$ cat src/rtl/core_pkg.sv
// Shared definitions for the RV32I core pipeline.
// Holds the NOP encoding, opcode[6:2] codes, fetch states and the IF/ID bundle.
package core_pkg;

    localparam int XLEN = 32;

    localparam logic [31:0] NOP_INSTR = 32'h0000_0013;

    localparam logic [4:0] OPC_LOAD   = 5'b00000;
    localparam logic [4:0] OPC_OP_IMM = 5'b00100;
    localparam logic [4:0] OPC_STORE  = 5'b01000;
    localparam logic [4:0] OPC_OP     = 5'b01100;
    localparam logic [4:0] OPC_BRANCH = 5'b11000;
    localparam logic [4:0] OPC_JALR   = 5'b11001;

    typedef enum logic [1:0] {
        S_FETCH,
        S_HOLD,
        S_DRAIN
    } fetch_state_t;

    typedef struct packed {
        logic            valid;
        logic [XLEN-1:0] pc;
        logic [XLEN-1:0] instr;
    } if_id_t;

endpackage

$ cat src/rtl/fetch_skid_buf.sv
// One-entry holding buffer for a fetched instruction.
// It parks the response that arrives while the pipeline is stalled.
module fetch_skid_buf
    import core_pkg::*;
(
    input  logic            clk,
    input  logic            rst_n,
    input  logic            load,
    input  logic            clear,
    input  logic [XLEN-1:0] din,
    output logic [XLEN-1:0] dout,
    output logic            valid
);

    always_ff @(posedge clk or negedge rst_n) begin
        if (!rst_n) begin
            valid <= 1'b0;
            dout  <= '0;
        end else if (clear) begin
            valid <= 1'b0;
        end else if (load) begin
            valid <= 1'b1;
            dout  <= din;
        end
    end

endmodule

$ cat src/rtl/fetch_stage.sv
// IF stage and IF/ID register: PC, IMEM handshake, stall/flush handling.
// Optional perf counters are built in when FETCH_PERF_EN is defined.
module fetch_stage #(
    parameter logic [31:0] RESET_PC  = 32'h0000_0000,
    parameter logic [31:0] NOP_INSTR = core_pkg::NOP_INSTR
) (
    input  logic        clk,
    input  logic        rst_n,
`ifdef FETCH_PERF_EN
    output logic [31:0] perf_stall_o,
    output logic [31:0] perf_bubble_o,
`endif
    input  logic        hazard_i,
    input  logic        redirect_i,
    input  logic [31:0] redirect_pc_i,
    output logic        imem_req_o,
    output logic [31:0] imem_addr_o,
    input  logic        imem_ready_i,
    input  logic [31:0] imem_rdata_i,
    output logic        ifid_valid_o,
    output logic [31:0] ifid_pc_o,
    output logic [31:0] ifid_instr_o,
    output logic [4:0]  ifid_rs1_o,
    output logic [4:0]  ifid_rs2_o,
    output logic [4:0]  ifid_rd_o,
    output logic [4:0]  ifid_opcode_o
);

    import core_pkg::*;

    fetch_state_t state;
    if_id_t       ifid;
    logic [31:0]  pc;
    logic [31:0]  drain_addr;
    logic [31:0]  tgt;
    logic [31:0]  skid_data;
    logic         skid_vld;
    logic         skid_load;
    logic         skid_clear;
    logic         gap;

    assign tgt = {redirect_pc_i[31:2], 2'b00};

    assign skid_load = !gap && state == S_FETCH && !redirect_i
                     && hazard_i && imem_ready_i;
    assign skid_clear = !gap && state == S_HOLD
                      && (redirect_i || !hazard_i);

    assign imem_req_o  = !gap && state != S_HOLD;
    assign imem_addr_o = (state == S_DRAIN) ? drain_addr : pc;

    assign ifid_valid_o  = ifid.valid;
    assign ifid_pc_o     = ifid.pc;
    assign ifid_instr_o  = ifid.instr;
    assign ifid_rs1_o    = ifid.instr[19:15];
    assign ifid_rs2_o    = ifid.instr[24:20];
    assign ifid_rd_o     = ifid.instr[11:7];
    assign ifid_opcode_o = ifid.instr[6:2];

    fetch_skid_buf u_skid (
        .clk   (clk),
        .rst_n (rst_n),
        .load  (skid_load),
        .clear (skid_clear),
        .din   (imem_rdata_i),
        .dout  (skid_data),
        .valid (skid_vld)
    );

    // gap blanks the first cycle after reset so a stale response is ignored
    always_ff @(posedge clk or negedge rst_n) begin
        if (!rst_n) begin
            state      <= S_FETCH;
            pc         <= RESET_PC;
            drain_addr <= '0;
            gap        <= 1'b1;
            ifid.valid <= 1'b0;
            ifid.pc    <= '0;
            ifid.instr <= NOP_INSTR;
        end else if (gap) begin
            gap <= 1'b0;
        end else begin
            unique case (state)
                S_FETCH: begin
                    if (redirect_i) begin
                        pc         <= tgt;
                        ifid.valid <= 1'b0;
                        ifid.instr <= NOP_INSTR;
                        if (!imem_ready_i) begin
                            state      <= S_DRAIN;
                            drain_addr <= pc;
                        end
                    end else if (hazard_i) begin
                        if (imem_ready_i)
                            state <= S_HOLD;
                    end else if (imem_ready_i) begin
                        ifid.valid <= 1'b1;
                        ifid.pc    <= pc;
                        ifid.instr <= imem_rdata_i;
                        pc         <= pc + 32'd4;
                    end else begin
                        ifid.valid <= 1'b0;
                        ifid.instr <= NOP_INSTR;
                    end
                end
                S_HOLD: begin
                    if (redirect_i) begin
                        pc         <= tgt;
                        ifid.valid <= 1'b0;
                        ifid.instr <= NOP_INSTR;
                        state      <= S_FETCH;
                    end else if (!hazard_i && skid_vld) begin
                        ifid.valid <= 1'b1;
                        ifid.pc    <= pc;
                        ifid.instr <= skid_data;
                        pc         <= pc + 32'd4;
                        state      <= S_FETCH;
                    end
                end
                S_DRAIN: begin
                    if (redirect_i)
                        pc <= tgt;
                    if (imem_ready_i)
                        state <= S_FETCH;
                end
                default: state <= S_FETCH;
            endcase
        end
    end

`ifdef FETCH_PERF_EN
    logic bubble;

    assign bubble = !gap && (redirect_i
                  || (state == S_FETCH && !hazard_i && !imem_ready_i));

    always_ff @(posedge clk or negedge rst_n) begin
        if (!rst_n) begin
            perf_stall_o  <= '0;
            perf_bubble_o <= '0;
        end else begin
            if (hazard_i && perf_stall_o != '1)
                perf_stall_o <= perf_stall_o + 32'd1;
            if (bubble && perf_bubble_o != '1)
                perf_bubble_o <= perf_bubble_o + 32'd1;
        end
    end
`endif

endmodule
$ cat config.mk
export PLATFORM = sky130hd
export DESIGN_NAME = fetch_stage
export DESIGN_NICKNAME = d
export VERILOG_FILES = /design/src/rtl/core_pkg.sv /design/src/rtl/fetch_skid_buf.sv /design/src/rtl/fetch_stage.sv
export SDC_FILE = /design/constraint.sdc
export NUM_CORES = 1
export LEC_CHECK = 0
export ABC_AREA = 1
export ABC_CLOCK_PERIOD_IN_PS = 3600
export BUFFER_PORTS_ARGS = -buffer_cell sky130_fd_sc_hd__buf_2
export CAP_MARGIN = 25
export CORE_ASPECT_RATIO = 1.2
export CORE_MARGIN = 1
export CORE_UTILIZATION = 40
export DETAILED_ROUTE_END_ITERATION = 10
export PLACE_DENSITY_LB_ADDON = 0.08
export SYNTH_ARGS = -nofsm -noshare
export SYNTH_HDL_FRONTEND = slang
export SYNTH_SLANG_ARGS = --single-unit
$ cat constraint.sdc
create_clock -name clk -period 3.6 [get_ports clk]
set_input_delay 0.72 -clock clk [delete_from_list [all_inputs] [get_ports clk]]
set_output_delay 0.72 -clock clk [all_outputs]
set_load 0.05 [all_outputs]
==> results.cfg <==
[outcome]
status = finished clean

[power_and_ir_drop]
clkPwrFrac_pct = 17.1
p_comb_share_pct = 51.8
swShare_pct = 53.43
seq_power_share_pct = 31.1
peakVddDrop_v = 0.0005374
p_leak_nw = 4.735
intPower_mw = 4.904
p_total_mw = 10.53
p_per_area_nw_per_um2 = 1101
p_sw_mw = 5.626

[yosys]
synth_xor_xnor_area_share_pct = 0.4309
synth_edf_count = 0
synth_cells = 1018
async_flop_share_pct = 100.0
synthFlopType = dfrtp_1
synth.distinct_cells = 38
yosys.area_share.simple_pct = 27.10
syn_area_um2 = 8130
ys_ff_latch = 159
ys_warn_count = 0
synth_top_family_by_area = simple AND/OR/NAND/NOR gates
synth.area.mux_share_pct = 0
synth-seq-area-share_pct = 49.00
syn_avg_cell_area_um2 = 7.987
synth-adder-area-share_pct = 0.1539
synth_compound_area_share_pct = 14.42

[clock_network]
cts_resized = 0
path_clk_slew_ps = 70
cts_tree = done
cts_root_buffer = clkbuf_16
cts_hold_buf = 0
clockBufferDepth = 2
htree_levels = 4
postCtsSetupBuffers = 0
clk_latency_ps = 430
numCtsBuffers = 17
cts_sinks = 159

[detailed_routing]
firstDrtPassIters = 5
drt_wl_total_mm = 21.02
drcViolationCount = 0
vias = 6968
ant_nets = 0
avgRoutedWirePerCell_um = 14.67
via_per_inst = 4.863
drt_iter0_markers = 373

[worst_setup_path]
crit_fanout = 40
arrival_ps = 2280
endpoint_kind = primary output
cp.required_ps = 2880
cp_cell_sequence = nor2_4 -> buf_12 -> nand2_1 -> o21ai_0 -> buf_2
max_stage_delay_ps = 530
start_kind = flip-flop
critical_path_class = flip-flop to primary output
cpMaxStageDelayCell = dfrtp_1

[global_routing]
overflow = 0
grt_max_degree = 66
antenna_found_initial = 0
grt_pass1_vias = 6317
global_route.usage.met3_pct = 3.746
grt-busiest-layer = met2
grt_use_met2_pct = 34.29
grtUsageMet1_pct = 27.38
gr-usage-all-layers_pct = 20.60
grt_pass1_wl_mm = 33.52

[floorplanning]
core_area_um2 = 19760
row_count = 56
dieWidth_um = 132.1
fp.dieH_um = 158.2
io_pins = 187
start_util_pct = 41.15
die-area_um2 = 20900

[placed_design]
dpl_cell_area_um2 = 8980
hpwl_mm = 15.01
portBuffers = 180
routabilityCongestion = 0.8931

[cells_and_area]
diodes = 0
area_growth_pct = 17.64
utilization_pct = 48.40
fill_cells = 2048
fin_area_um2 = 9564
layout_commonest_cell = nand2_1
layout.nets = 1229
layout_common_cells = nand2_1 (356), buf_2 (179), dfrtp_1 (155)
drive_gt1_share_pct = 24.23

[timing]
fin_tns_setup_ps = 0
fin_crit_sh_pct = 83.42
relSlewSlack_pct = 45.85
slew_viol_final = 0
setup-violations-final = 0
fmax_mhz = 333.0
hold_viol = 0
grt_setup_unrepaired = false
tightestPinTransition_ps = 811.4
min_period_ps = 3003
fin_worst_skew_ps = 16.39

[hold_path]
hold_path.class = input port to asynchronous set/reset pin

[flow_run]
drv_cap = 0
[final timing paths]
kind                                 start         endpoint  depth (start not counted)  slack (ps)
max                               state[0]  imem_addr_o[15]                          5         600
min                                  rst_n   u_skid.dout[6]                          1         270
max reg2reg                       state[0]    ifid_pc_o[22]                          8         890
min reg2reg                u_skid.dout[31]  u_skid.dout[31]                          2         470
max in group asynchronous            rst_n    ifid_pc_o[29]                          2        2450
min in group clk           u_skid.dout[31]  u_skid.dout[31]                          2         470
[sequential cells by signal, summed over array words and instances (netlist names)]
register      count
ifid_instr_o     32
u_skid.dout      32
drain_addr       30
ifid_pc_o        30
pc               30
state             2
gap               1
ifid_valid_o      1
u_skid.valid      1
[metrics by stage]
stage	instances	setup slack, ps	hold slack, ps
CTS	1433	574.9	291.8
global placement	1401	518.1	454.4
global route	1433	412.4	302.9
finish	1433	597.0	266.8
floorplan	1022	1014	424.4
detailed placement	1401	496.4	459.8
[power by group through the flow]
stage	logic (mW)	clock network [mW]	registers, mW
after detailed placement	5.50	0	3.29
after global routing	5.91	1.93	3.38
final	5.46	1.80	3.27
after floorplan	3.25	0	4.40
after CTS	5.51	1.85	3.27
after global placement	5.47	0	3.27
[per-layer routing]
| layer | wire length, µm | vias to the layer above |
|---|---|---|
| met2 | 10100 | 206 |
| met1 | 9581 | 3214 |
| met3 | 997 | 22 |
| li1 | - | 3526 |
| met4 | 334 | 0 |
| met5 | 0 | - |
[cell families after synthesis]
logic type      after synthesis
compound gates              189
xor+xnor                      4
fa+ha+maj                     1
buf+inv                     120
flops                       159
other cells                   1
simple gates                544
[synth_stat cells, types with 9 or more instances]
master,n,area [µm²]
o21ai_0,78,390.4
inv_1,41,153.9
a21oi_1,29,145.1
o21ai_1,9,45.04
o21ai_2,30,262.8
a22oi_1,29,217.7
buf_4,27,202.7
dfrtp_1,155,3879
nand3_1,43,215.2
buf_6,20,225.2
clkbuf_1,15,56.30
buf_2,10,50.05
nor2_1,124,465.5
nand2_1,356,1336
[layout make-up]
| class | instances | area (µm²) | share of cell area (%) |
|---|---|---|---|
| clock buffers | 18 | 439.2 | 4.592 |
| well taps | 261 | 326.6 | 3.414 |
| multi-input cells | 743 | 3452 | 36.09 |
| clock inverters | 14 | 145.1 | 1.518 |
| inverters | 48 | 185.2 | 1.936 |
| flip-flops and latches | 159 | 3984 | 41.65 |
| repair buffers | 190 | 1032 | 10.79 |
[critical path: cells and delay by family (launching register included)]
family	cells	cell delay (ps)
compound gates	1	150
buf+inv	2	600
flops	1	530
simple gates	2	580
Note: power is estimated with default switching activity, not from simulation.
